<file path="src/rtl/mem_arbiter.sv">
// Arbitrates one byte-wide RAM port between instruction fetch and load/store, sequencing 1/2/4-byte transfers.
// Loads and stores win over fetch unless fetch has been starved STARVE_LIMIT times; flush aborts fetch only.
module mem_arbiter #(
  parameter int ADDR_W       = 32,
  parameter int STARVE_LIMIT = 4
) (
  input  logic              clk,
  input  logic              rst,
  input  logic              flush,
  input  logic              if_req,
  input  logic [ADDR_W-1:0] if_addr,
  output logic              if_done,
  output logic [31:0]       if_rdata,
  input  logic              lsu_req,
  input  logic              lsu_we,
  input  logic [ADDR_W-1:0] lsu_addr,
  input  logic [1:0]        lsu_size,
  input  logic [31:0]       lsu_wdata,
  output logic              lsu_done,
  output logic [31:0]       lsu_rdata,
  input  logic [7:0]        ram_din,
  output logic [7:0]        ram_dout,
  output logic [ADDR_W-1:0] ram_addr,
  output logic              ram_wr,
  output logic              busy
);

  typedef enum logic [1:0] {IDLE, XFER, DONE} state_t;

  localparam int             CW    = $clog2(STARVE_LIMIT + 1);
  localparam logic [CW-1:0]  LIMIT = CW'(STARVE_LIMIT);

  state_t              state;
  logic [CW-1:0]       starve;
  logic                gnt_if;
  logic                xwe;
  logic [ADDR_W-1:0]   base;
  logic [2:0]          nbytes;
  logic [2:0]          step;
  logic [31:0]         wbuf;
  logic [31:0]         rbuf;

  logic                grant_if;
  logic                grant_lsu;
  logic [2:0]          lsu_n;
  logic [2:0]          cap_idx;
  logic [31:0]         rnext;

  always_comb begin
    grant_if  = 1'b0;
    grant_lsu = 1'b0;
    if (lsu_req && (starve < LIMIT))
      grant_lsu = 1'b1;
    else if (if_req && !flush)
      grant_if = 1'b1;
    else if (lsu_req)
      grant_lsu = 1'b1;
  end

  always_comb begin
    case (lsu_size)
      2'b00:   lsu_n = 3'd1;
      2'b01:   lsu_n = 3'd2;
      default: lsu_n = 3'd4;
    endcase
  end

  // Read data lags the address by two edges, so step k captures byte k-2.
  always_comb begin
    cap_idx = step - 3'd2;
    rnext   = rbuf;
    rnext[{cap_idx[1:0], 3'b000} +: 8] = ram_din;
  end

  always_ff @(posedge clk or posedge rst) begin
    if (rst) begin
      state     <= IDLE;
      starve    <= '0;
      gnt_if    <= 1'b0;
      xwe       <= 1'b0;
      base      <= '0;
      nbytes    <= 3'd0;
      step      <= 3'd0;
      wbuf      <= 32'd0;
      rbuf      <= 32'd0;
      ram_addr  <= '0;
      ram_dout  <= 8'd0;
      ram_wr    <= 1'b0;
      if_done   <= 1'b0;
      lsu_done  <= 1'b0;
      if_rdata  <= 32'd0;
      lsu_rdata <= 32'd0;
      busy      <= 1'b0;
    end else begin
      if_done  <= 1'b0;
      lsu_done <= 1'b0;
      case (state)
        IDLE, DONE: begin
          busy <= grant_if | grant_lsu;
          if (!if_req || grant_if)
            starve <= '0;
          else if (grant_lsu && (starve < LIMIT))
            starve <= starve + CW'(1);

          if (grant_if || grant_lsu) begin
            state    <= XFER;
            gnt_if   <= grant_if;
            xwe      <= grant_lsu & lsu_we;
            base     <= grant_if ? if_addr : lsu_addr;
            nbytes   <= grant_if ? 3'd4 : lsu_n;
            wbuf     <= lsu_wdata;
            rbuf     <= 32'd0;
            step     <= 3'd1;
            ram_addr <= grant_if ? if_addr : lsu_addr;
            ram_wr   <= grant_lsu & lsu_we;
            if (grant_lsu && lsu_we)
              ram_dout <= lsu_wdata[7:0];
          end else begin
            state <= IDLE;
          end
        end

        XFER: begin
          if (gnt_if && flush) begin
            state  <= IDLE;
            ram_wr <= 1'b0;
            busy   <= 1'b0;
          end else if (xwe) begin
            step <= step + 3'd1;
            if (step == nbytes) begin
              ram_wr   <= 1'b0;
              lsu_done <= 1'b1;
              state    <= DONE;
            end else begin
              ram_addr <= base + ADDR_W'(step);
              ram_dout <= wbuf[{step[1:0], 3'b000} +: 8];
              ram_wr   <= 1'b1;
            end
          end else begin
            step <= step + 3'd1;
            if (step < nbytes)
              ram_addr <= base + ADDR_W'(step);
            if (step >= 3'd2)
              rbuf <= rnext;
            if (step == nbytes + 3'd1) begin
              state <= DONE;
              if (gnt_if) begin
                if_rdata <= rnext;
                if_done  <= 1'b1;
              end else begin
                lsu_rdata <= rnext;
                lsu_done  <= 1'b1;
              end
            end
          end
        end

        default: state <= IDLE;
      endcase
    end
  end

endmodule

</file>
<file path="config.mk">
export PLATFORM = sky130hd
export DESIGN_NAME = mem_arbiter
export DESIGN_NICKNAME = d
export VERILOG_FILES = /design/src/rtl/mem_arbiter.sv
export SDC_FILE = /design/constraint.sdc
export NUM_CORES = 1
export LEC_CHECK = 0
export BUFFER_PORTS_ARGS = -buffer_cell sky130_fd_sc_hd__buf_2
export CAP_MARGIN = 5
export CORE_MARGIN = 2
export CORE_UTILIZATION = 59
export CTS_BUF_LIST = sky130_fd_sc_hd__clkbuf_16
export DETAILED_ROUTE_END_ITERATION = 6
export PLACE_DENSITY = 0.95
export SYNTH_ARGS = -nofsm -noshare
export SYNTH_HDL_FRONTEND = slang
export SYNTH_SLANG_ARGS = --single-unit
</file>
<file path="constraint.sdc">
create_clock -name clk -period 11.9 [get_ports clk]
set_input_delay 1.19 -clock clk [delete_from_list [all_inputs] [get_ports clk]]
set_output_delay 1.19 -clock clk [all_outputs]
set_load 0.01 [all_outputs]
</file>
# Word-level counts from Yosys, hierarchy flattened
# Cells that the tools add are included.
# Widths: inputs -> output; s select.
# word_totals
regBits	217
in_bits	112
wordCells	132
# op_classes
addsub	6
order_cmp	3
n_eq_ne	18
n_shift	3
n_mux	55
bitwise_logic	5
n_reduce_logical	25
# op_table
op	count
$mux 32	10
$pmux 32 s2	2
$mux 8	5
$add 32x3->32	1
$bwmux 32	1
$shift 8x7->32 const A	1
$shiftx 32x6->8	1
$shiftx 8x7->32	1
$mux 1	22
$reduce_and 5->1	4
$ne 2x2->1 const B	8
$pmux 8 s2	1
$mux 3	5
$pmux 3 s2	2
$add 3x1->3 const B	3
$ne 3x3->1 const B	3
$mux 2	4
$ne 4x4->1 const B	2
$reduce_and 2->1	4
$neg 5->7	1
$eq 3x3->1	2
$reduce_and 3->1	2
$reduce_and 6->1	1
$logic_and 1x1->1	5
other kinds (16)	24

# Logic depth before layout (Yosys ltp)
# Gate-level depths: netlist (run 1).
# depth
word_depth	8
mapped_depth	10
depth_no_buf	8

# Least setup slack after synthesis (run 1)
# OpenSTA, ideal clock, no wires.
# synth_path
kind	register -> register
startpoint	reg step[1]
endpoint	reg rbuf[24]
setup_ns	0.067
arrival_time_ns	2.514
required_ns	11.833
slack_ns	9.319
path_stages_with_launch	9
synth_period_minus_slack_ns	2.581
path_cell_list	dfrtp_1 > buf_1 > inv_1 > ha_1 > nand2_1 > nor3_1 > and3_1 > clkbuf_1 > a22o_1
# synth_between
elab_chain_len	8
# synth_lines
item	line	source
start, declared	39	logic [2:0] step;
start signal, assigned	129	step <= step + 3'd1;
start signal, assigned	140	step <= step + 3'd1;
$sub 2x2->2	70	cap_idx = step - 3'd2;
$neg 5->7	72	rnext[{cap_idx[1:0], 3'b000} +: 8] = ram_din;
$shiftx 8x7->32 or $shift 8x7->32 (tied branches)	72	
$bwmux 32	72	
$mux 32	143	if (step >= 3'd2)
$mux 32	128	end else if (xwe) begin
$mux 32	124	if (gnt_if && flush) begin
$pmux 32 s2	97	case (state)
end signal, assigned	144	rbuf <= rnext;
end, declared	41	logic [31:0] rbuf;
# Parallel ways exist; a longest one is shown, timed or not. The select of a mux whose other input is x is not followed.
# A chain may end at the register's enable or synchronous reset.

# Final worst setup path (run 1)
# layout_path
startpoint	reg step[0]
endpoint	reg if_rdata[14]
# layout_between
elab_chain_len	4
# layout_lines
item	line	source
$sub 2x2->2	70	
$neg 5->7	72	
$shiftx 8x7->32 or $shift 8x7->32 (tied branches)	72	
$bwmux 32	72	
end signal, assigned	148	if_rdata <= rnext;
end, declared	13	output logic [31:0] if_rdata,
# Parallel ways exist; a longest one is shown, timed or not.

==> metrics.md, run 1 <==
| Metric | Value |
|---|---|
| Status | `completed` |
| PostCTS Resize Cnt | `0` |
| Worst endpoint required time | `12,210 ps` |
| Min cycle time layout | `3410 ps` |
| Logic pwr share | `0.399` |
| Place WS | `8180 ps` |
| Fin crit share | `0.286` |
| Post-route setup slack | `8490 ps` |
| WL final | `25,100 µm` |
| Final Cell Area | `12,000 µm²` |
| Commonest non-fill, non-tap cells in the layout | `nand2_1, buf_2, dfrtp_1, o21ai_0, a21oi_1` |
| Worst Tran Pin Value | `1050 ps` |
| CP Data Arrival Time | `3720 ps` |
| Yosys reg bits | `217` |
| Worst slew margin | `0.302` |
| Kind of critical path | `flop to flop` |
| Effective utilization at floorplan | `0.597` |
| Io pins | `220` |
| Antenna violations before repair | `0` |
| Area fraction of the dominant cell type after synthesis | `0.533` |
| CTS tree | `done` |
| FF-to-FF setup slack | `8490 ps` |
| Sequential share of power | `0.387` |
| Slowest stage cell, crit path | `dfrtp_1` |
| Distinct cells, synth | `51` |
| Final setup fails | `0` |
| Synth Cell Area | `10,200 µm²` |
| Reg clk slew, reported paths | `60 ps` |
| Primary FF master, synth | `dfrtp_1` |
| CORE AREA | `17,100 µm²` |
| Sw Share | `0.404` |
| CP Cell Sequence | `inv_1, ha_1, or4_4, or2_2, nand2_1, o21ai_0` |
| YS warnings | `0` |
| Number of vias in the routed layout | `8,478` |
| Synth Area per Inst | `9.62 µm²` |
| Placed cells | `1,442` |
| Fin nets | `1,369` |
| Leak | `0.00596 µW` |
| Synthesized Nets | `1,185` |
| Multi-input logic area | `4420 µm²` |
| Hold Path Origin | `ram_addr[2]` |
| Cell family with most CP delay | `simple AND/OR/NAND/NOR gates` |
| WP buf/inv | `1` |
| FF-to-FF End | `if_rdata[14]` |
| Vias per inst | `5.72` |
| Die height | `135 µm` |
| Post-cts hold buffer count | `0` |
| Final GP Congestion | `0.870` |
| Port buffer count | `219` |
| Clk buf depth | `3` |
| Post-Place Cell Area | `11,300 µm²` |
| Hpwl dp | `17,100 µm` |
| Fillers | `1,244` |
| Post CTS Setup Buffer Count | `0` |
| CP endpoint kind | `flop` |
| First-pass GRT wire length | `41,400 µm` |
| Min-Delay Path Depth | `2` |
| Remaining Overflow, GRT | `0` |
| RSZ-0062 raised after global routing | `no` |
| Commonest non-fill, non-tap cell in the layout | `nand2_1` |
| Sequential cell area fraction in the yosys report | `0.533` |
| Final hold slack | `466 ps` |
| Drt first-iter violations | `554` |
| Largest net degree at the start of global routing | `137` |
| H-tree depth | `1` |
| Drt wl/cell | `17.0 µm` |
| Die Footprint | `18,300 µm²` |
| Final TNS setup | `0 ps` |
| Ys async rst share | `1.00` |
| Levels on crit path | `6` |
| Max Clock Skew | `11.6 ps` |
| Reg area | `5430 µm²` |
| Clk pwr share | `0.213` |
| CP Max Fanout | `65` |
| Post-DRT Antenna Nets | `0` |
| Die width | `135 µm` |
| Diode count | `0` |
| TritonRoute pass-1 iters | `7` |
| Top cells by area, synth | `dfrtp_1, nand2_1, o21ai_0` |
| FMAX | `294 MHz` |
| Max Transition Viols Final | `0` |
| RR Startpoint | `step[0]` |
| Maxcap violations | `0` |
| Syn-to-layout area delta | `18.3%` |
| Pwr Density | `271 nW/µm²` |
| Synth area leader | `dfrtp_1` |
| Share of cells above drive strength 1 | `0.237` |
| Worst Setup SP | `step[0]` |
| Critical Path Max Stage Delay | `910 ps` |
| Fin. Hold Viols | `0` |
| Critical Path Start Type | `flop` |
| DRC Markers | `0` |
| Internal | `1940 µW` |
| Fin cells | `1,482` |
| Synth Instances | `1,058` |
| Root Buffer | `clkbuf_16` |
| Maximum vdd drop | `0.000172 V` |
| # clock sinks | `217` |
| CTS Buf Count | `23` |
| Hold Path Sink | `ram_addr[2]` |
| Net Switching | `1320 µW` |
| Worst-Skew Late Latency | `500 ps` |
| GRT Total Usage | `0.283` |
| Worst-case reg-to-reg path depth | `6` |
| EDFF count, synth | `0` |
| Rows | `48` |
| Vias in the first global route | `8,303` |
| Tightest Hold Check Type | `flop to flop` |
[state kept, by name, indices dropped and copies added, names as in the netlist, 2 cells and up]
signal and count:
wbuf 32, ram_addr 32, base 32, lsu_rdata 32, if_rdata 32, step 3, starve 3, rbuf 32
nbytes 3, ram_dout 8, state 2
[cell type report]
cell class / count / area share
Sequential cell: 217 / 0.451
Multi-Input combinational cell: 765 / 0.367
Timing Repair Buffer: 225 / 0.0948
Clock buffer: 23 / 0.0478
Tap cell: 225 / 0.0234
Clock inverter: 17 / 0.0125
Inverter: 10 / 0.00374
[power by group through the flow]
stage	Combinational (µW)	Sequential, µW	Clock, µW
2_1_floorplan	888	1260	0
3_3_place_gp	1240	1250	0
3_5_place_dp	1300	1260	0
4_1_cts	1310	1260	703
5_1_grt	1460	1300	739
6_report	1300	1260	696
[synthesized netlist by cell type (9+ instances only)]
library cell / n
nand4_1: 9
xnor2_1: 13
a21oi_1: 52
ha_1: 14
nor2_1: 32
buf_1: 16
o21ai_2: 17
nor2b_1: 38
nand2_1: 283
o21ai_0: 103
o21ai_1: 21
a22o_1: 37
xor2_1: 14
dfrtp_1: 217
nand3_1: 14
clkbuf_1: 26
buf_2: 18
mux2i_1: 32
a31oi_1: 9
inv_1: 10
[per-stage QoR]
stage          power (µW)   util
2_1_floorplan        2150      -
3_3_place_gp         2490  0.663
3_5_place_dp         2560  0.663
4_1_cts              3270  0.706
5_1_grt              3500  0.706
6_report             3260  0.706
[cells by family (layout without fill, tap and decap cells)]
kind of cell    count (synthesis)  count (layout)  synth area share
compound gates                264             264             0.158
xor+xnor                       27              27            0.0232
fa+ha+maj                      15              15            0.0192
buf+inv                        76             275            0.0347
flops                         217             217             0.533
mux                            41              41            0.0503
simple gates                  418             418             0.181
[worst max path at each step]
stage	to	slack [ps]
floorplan	base[0]	4770
global placement	ram_addr[15]	8310
detailed placement	ram_addr[21]	8180
CTS	if_rdata[14]	8480
global route	if_rdata[14]	8210
finish	if_rdata[14]	8490
[routing by layer]
metal / vias to the layer above / share of wire / global-route usage
met5: - / 0 / 0
met1: 4012 / 0.41 / 0.376
met2: 409 / 0.48 / 0.462
li1: 3997 / - / -
met3: 60 / 0.083 / 0.0580
met4: 0 / 0.033 / 0.108
[worst min-delay path: stages (launching register included)]
cell and delay [ps]:
dfrtp_1 330, nand2_1 50, nand2_1 50
No activity file was read; power rests on OpenSTA's default activity.
==> run 2: changes to the inputs <==
--- a/config.mk
+++ b/config.mk
@@ -5,13 +5,14 @@
 export SDC_FILE = /design/constraint.sdc
 export NUM_CORES = 1
 export LEC_CHECK = 0
+export ABC_AREA = 1
 export BUFFER_PORTS_ARGS = -buffer_cell sky130_fd_sc_hd__buf_2
 export CAP_MARGIN = 5
 export CORE_MARGIN = 2
-export CORE_UTILIZATION = 59
+export CORE_UTILIZATION = 55
 export CTS_BUF_LIST = sky130_fd_sc_hd__clkbuf_16
 export DETAILED_ROUTE_END_ITERATION = 6
-export PLACE_DENSITY = 0.95
+export PLACE_DENSITY = 0.89
 export SYNTH_ARGS = -nofsm -noshare
 export SYNTH_HDL_FRONTEND = slang
 export SYNTH_SLANG_ARGS = --single-unit
==> constraint.sdc (replaced) <==
create_clock -name clk -period 3.4 [get_ports clk]
set_input_delay 0.34 -clock clk [delete_from_list [all_inputs] [get_ports clk]]
set_output_delay 0.34 -clock clk [all_outputs]
set_load 0.01 [all_outputs]
==> run 2 against run 1 <==
  * Clock-buffer cell count is 1 lower
  * Global-route usage decreased by 1.2 points
  * Flip-flop and latch count is the same
  * Worst hold slack worse by 440 ps
  * Clock skew decreased by 1.8 ps
  * Maximum frequency up 30%
==> metrics.md, run 2 <==
| Metric | Value |
|---|---|
| Clk buf depth | `3 (unchanged)` |
| Ys async rst share | `1.00 (unchanged)` |
| Synth area leader | `dfrtp_1 (unchanged)` |
| Maximum vdd drop | `0.000486 V (was 0.000172 V)` |
| Fillers | `1,613 (was 1,244)` |
| Most numerous cell in the Yosys netlist | `nand2_1 (unchanged)` |
| Diode count | `0 (unchanged)` |
| Remaining Overflow, GRT | `0 (unchanged)` |
| First-pass GRT wire length | `45,200 µm (was 41,400 µm)` |
| Die height | `144 µm (was 135 µm)` |
| Synth Cell Area | `10,700 µm² (was 10,200 µm²)` |
| Rows | `51 (was 48)` |
| Io pins | `220 (unchanged)` |
| # clock sinks | `217 (unchanged)` |
| CP endpoint kind | `flop (unchanged)` |
| Worst slew margin | `0.494 (was 0.302)` |
| CTS tree | `done (unchanged)` |
| Vias per inst | `5.38 (was 5.72)` |
| Die width | `144 µm (was 135 µm)` |
| Reg clk slew, reported paths | `60 ps (about the same)` |
| Vias in the first global route | `9,253 (was 8,303)` |
| Synth Instances | `1,399 (was 1,058)` |
| Root Buffer | `clkbuf_16 (unchanged)` |
| FMAX | `381 MHz (was 294 MHz)` |
| Drt wl/cell | `15.2 µm (was 17.0 µm)` |
| Number of vias in the routed layout | `10,041 (was 8,478)` |
| Final Cell Area | `12,700 µm² (was 12,000 µm²)` |
| Final setup fails | `0 (unchanged)` |
| Drt first-iter violations | `891 (was 554)` |
| Commonest non-fill, non-tap cell in the layout | `nand2_1 (unchanged)` |
| Sequential cell area fraction in the yosys report | `0.505 (was 0.533)` |
| Commonest non-fill, non-tap cells in the layout | `nand2_1, buf_2, dfrtp_1, o21ai_0, inv_1 (was nand2_1, buf_2, dfrtp_1, o21ai_0, a21oi_1)` |
| CORE AREA | `19,300 µm² (was 17,100 µm²)` |
| Leak | `0.00655 µW (was 0.00596 µW)` |
| Yosys reg bits | `217 (unchanged)` |
| Distinct cells, synth | `32 (was 51)` |
| Maxcap violations | `0 (unchanged)` |
| EDFF count, synth | `0 (unchanged)` |
| Share of cells above drive strength 1 | `0.174 (was 0.237)` |
| CTS Buf Count | `22 (was 23)` |
| Kind of critical path | `flop to flop (unchanged)` |
| Final GP Congestion | `0.912 (was 0.870)` |
| Worst Tran Pin Value | `760 ps (was 1050 ps)` |
| Top post-synthesis cells by count | `nand2_1, dfrtp_1, o21ai_0, inv_1, nand3_1 (was nand2_1, dfrtp_1, o21ai_0, a21oi_1, nor2b_1)` |
| WL final | `28,300 µm (was 25,100 µm)` |
| Post-DRT Antenna Nets | `0 (unchanged)` |
| Pwr Density | `908 nW/µm² (was 271 nW/µm²)` |
| DRC Markers | `0 (unchanged)` |
| TritonRoute pass-1 iters | `6 (was 7)` |
| Post-Route Utilization | `0.656 (was 0.706)` |
| Effective utilization at floorplan | `0.556 (was 0.597)` |
| Synth Area per Inst | `7.68 µm² (was 9.62 µm²)` |
| Fin nets | `1,713 (was 1,369)` |
| CP Cell Sequence | `inv_2, nor2_4, inv_2, buf_4, nor3_1, a21oi_4, buf_4, nand3_1, o21ai_0 (was inv_1, ha_1, or4_4, or2_2, nand2_1, o21ai_0)` |
| Status | `completed (unchanged)` |
| Post-Place Cell Area | `12,000 µm² (was 11,300 µm²)` |
| Min cycle time layout | `2620 ps (was 3410 ps)` |
| Hpwl dp | `20,000 µm (was 17,100 µm)` |
| PostCTS Resize Cnt | `0 (unchanged)` |
| Critical Path Max Stage Delay | `440 ps (was 910 ps)` |
| Final TNS setup | `0 ps (unchanged)` |
| Critical Path Start Type | `flop (unchanged)` |
| Max Clock Skew | `9.85 ps (was 11.6 ps)` |
| CP Max Fanout | `64 (was 65)` |
| Antenna violations before repair | `0 (unchanged)` |
| Fin. Hold Viols | `0 (unchanged)` |
| GRT Total Usage | `0.271 (was 0.283)` |
| Final hold slack | `25.9 ps (was 466 ps)` |
| Syn-to-layout area delta | `17.9% (was 18.3%)` |
| Primary FF master, synth | `dfrtp_1 (unchanged)` |
| Worst-Skew Late Latency | `510 ps (was 500 ps)` |
| Tightest Hold Check Type | `input pin to flop (was flop to flop)` |
| H-tree depth | `1 (unchanged)` |
| Worst endpoint required time | `3750 ps (was 12,210 ps)` |
| Slowest stage cell, crit path | `nor2_4 (was dfrtp_1)` |
| Largest net degree at the start of global routing | `103 (was 137)` |
| RSZ-0062 raised after global routing | `no (unchanged)` |
| Top cells by area, synth | `dfrtp_1, nand2_1, o21ai_0 (unchanged)` |
| Max Transition Viols Final | `0 (unchanged)` |
| Fin crit share | `0.772 (was 0.286)` |
| Area fraction of the dominant cell type after synthesis | `0.505 (was 0.533)` |
| Post CTS Setup Buffer Count | `0 (unchanged)` |
| CP Data Arrival Time | `2980 ps (was 3720 ps)` |
| Die Footprint | `20,700 µm² (was 18,300 µm²)` |
| YS warnings | `0 (unchanged)` |
| Synthesized Nets | `1,526 (was 1,185)` |
| Port buffer count | `219 (unchanged)` |
==> run 2: where the power goes <==
group	leakage [µW]	total (µW)	internal [µW]	switching (µW)
registers	0.00279	4370	3620	749
logic	0.00343	4920	1670	3250
clock network	0.000339	2220	1240	972
total	0.00655	11500	6540	4970
==> run 2: layer usage <==
layer	part of all wire	routed length [µm]	track usage	vias up
met1	0.43	12100	0.370	4690
li1	-	-	-	4848
met2	0.47	13200	0.447	444
met4	0.023	653	0.0795	0
met5	0	0	0	-
met3	0.084	2370	0.0477	59
==> run 2: worst max-delay path: cells and delay by family, from the launching register on <==
family          cells  cell delay, ps
compound gates      2             190
flops               1             400
simple gates        3             880
buf+inv             4            1000
==> run 2: logic make-up (layout without fill, tap and decap cells) <==
logic type,count (synthesis),after routing,synth area share
xor gates and xnor gates,7,7,0.00570
DFF,217,217,0.505
adders and majority gates,15,15,0.0182
AOI/OAI and AO/OA,287,287,0.141
and+or+nand+nor,644,644,0.245
buffers and inverters,229,430,0.0847
==> run 2: per-stage QoR <==
step	setup WS (ps)	std cells	total power, µW
6_report	776	1865	11500
5_1_grt	546	1865	12400
4_1_cts	826	1865	11500
3_5_place_dp	825	1826	9240
3_3_place_gp	953	1826	9050
2_1_floorplan	234	1399	7680
==> run 2: layout make-up <==
class	instances	area [µm²]	share of cell area
clock buffers	22	551	0.0434
clock inverters	16	100	0.00790
inverters	158	597	0.0471
multi-input cells	953	4420	0.349
flip-flops and latches	217	5430	0.428
well taps	265	332	0.0262
repair buffers	234	1250	0.0985
==> run 2: worst paths after layout <==
check,from,end,slack (ps),depth (start not counted)
max,state[0],rbuf[27],780,9
min,lsu_wdata[15],wbuf[15],30,3
max reg2reg,state[0],rbuf[27],780,9
min reg2reg,ram_addr[13],ram_addr[13],470,2
max in group asynchronous,rst,base[16],1970,4
min in group asynchronous,rst,lsu_rdata[19],500,3
==> run 2: repair_timing <==
item                                   4_1_cts  5_1_grt
endpoints found under the hold margin       29        0
setup endpoints to repair                    0        0
hold buffers                                 1        0
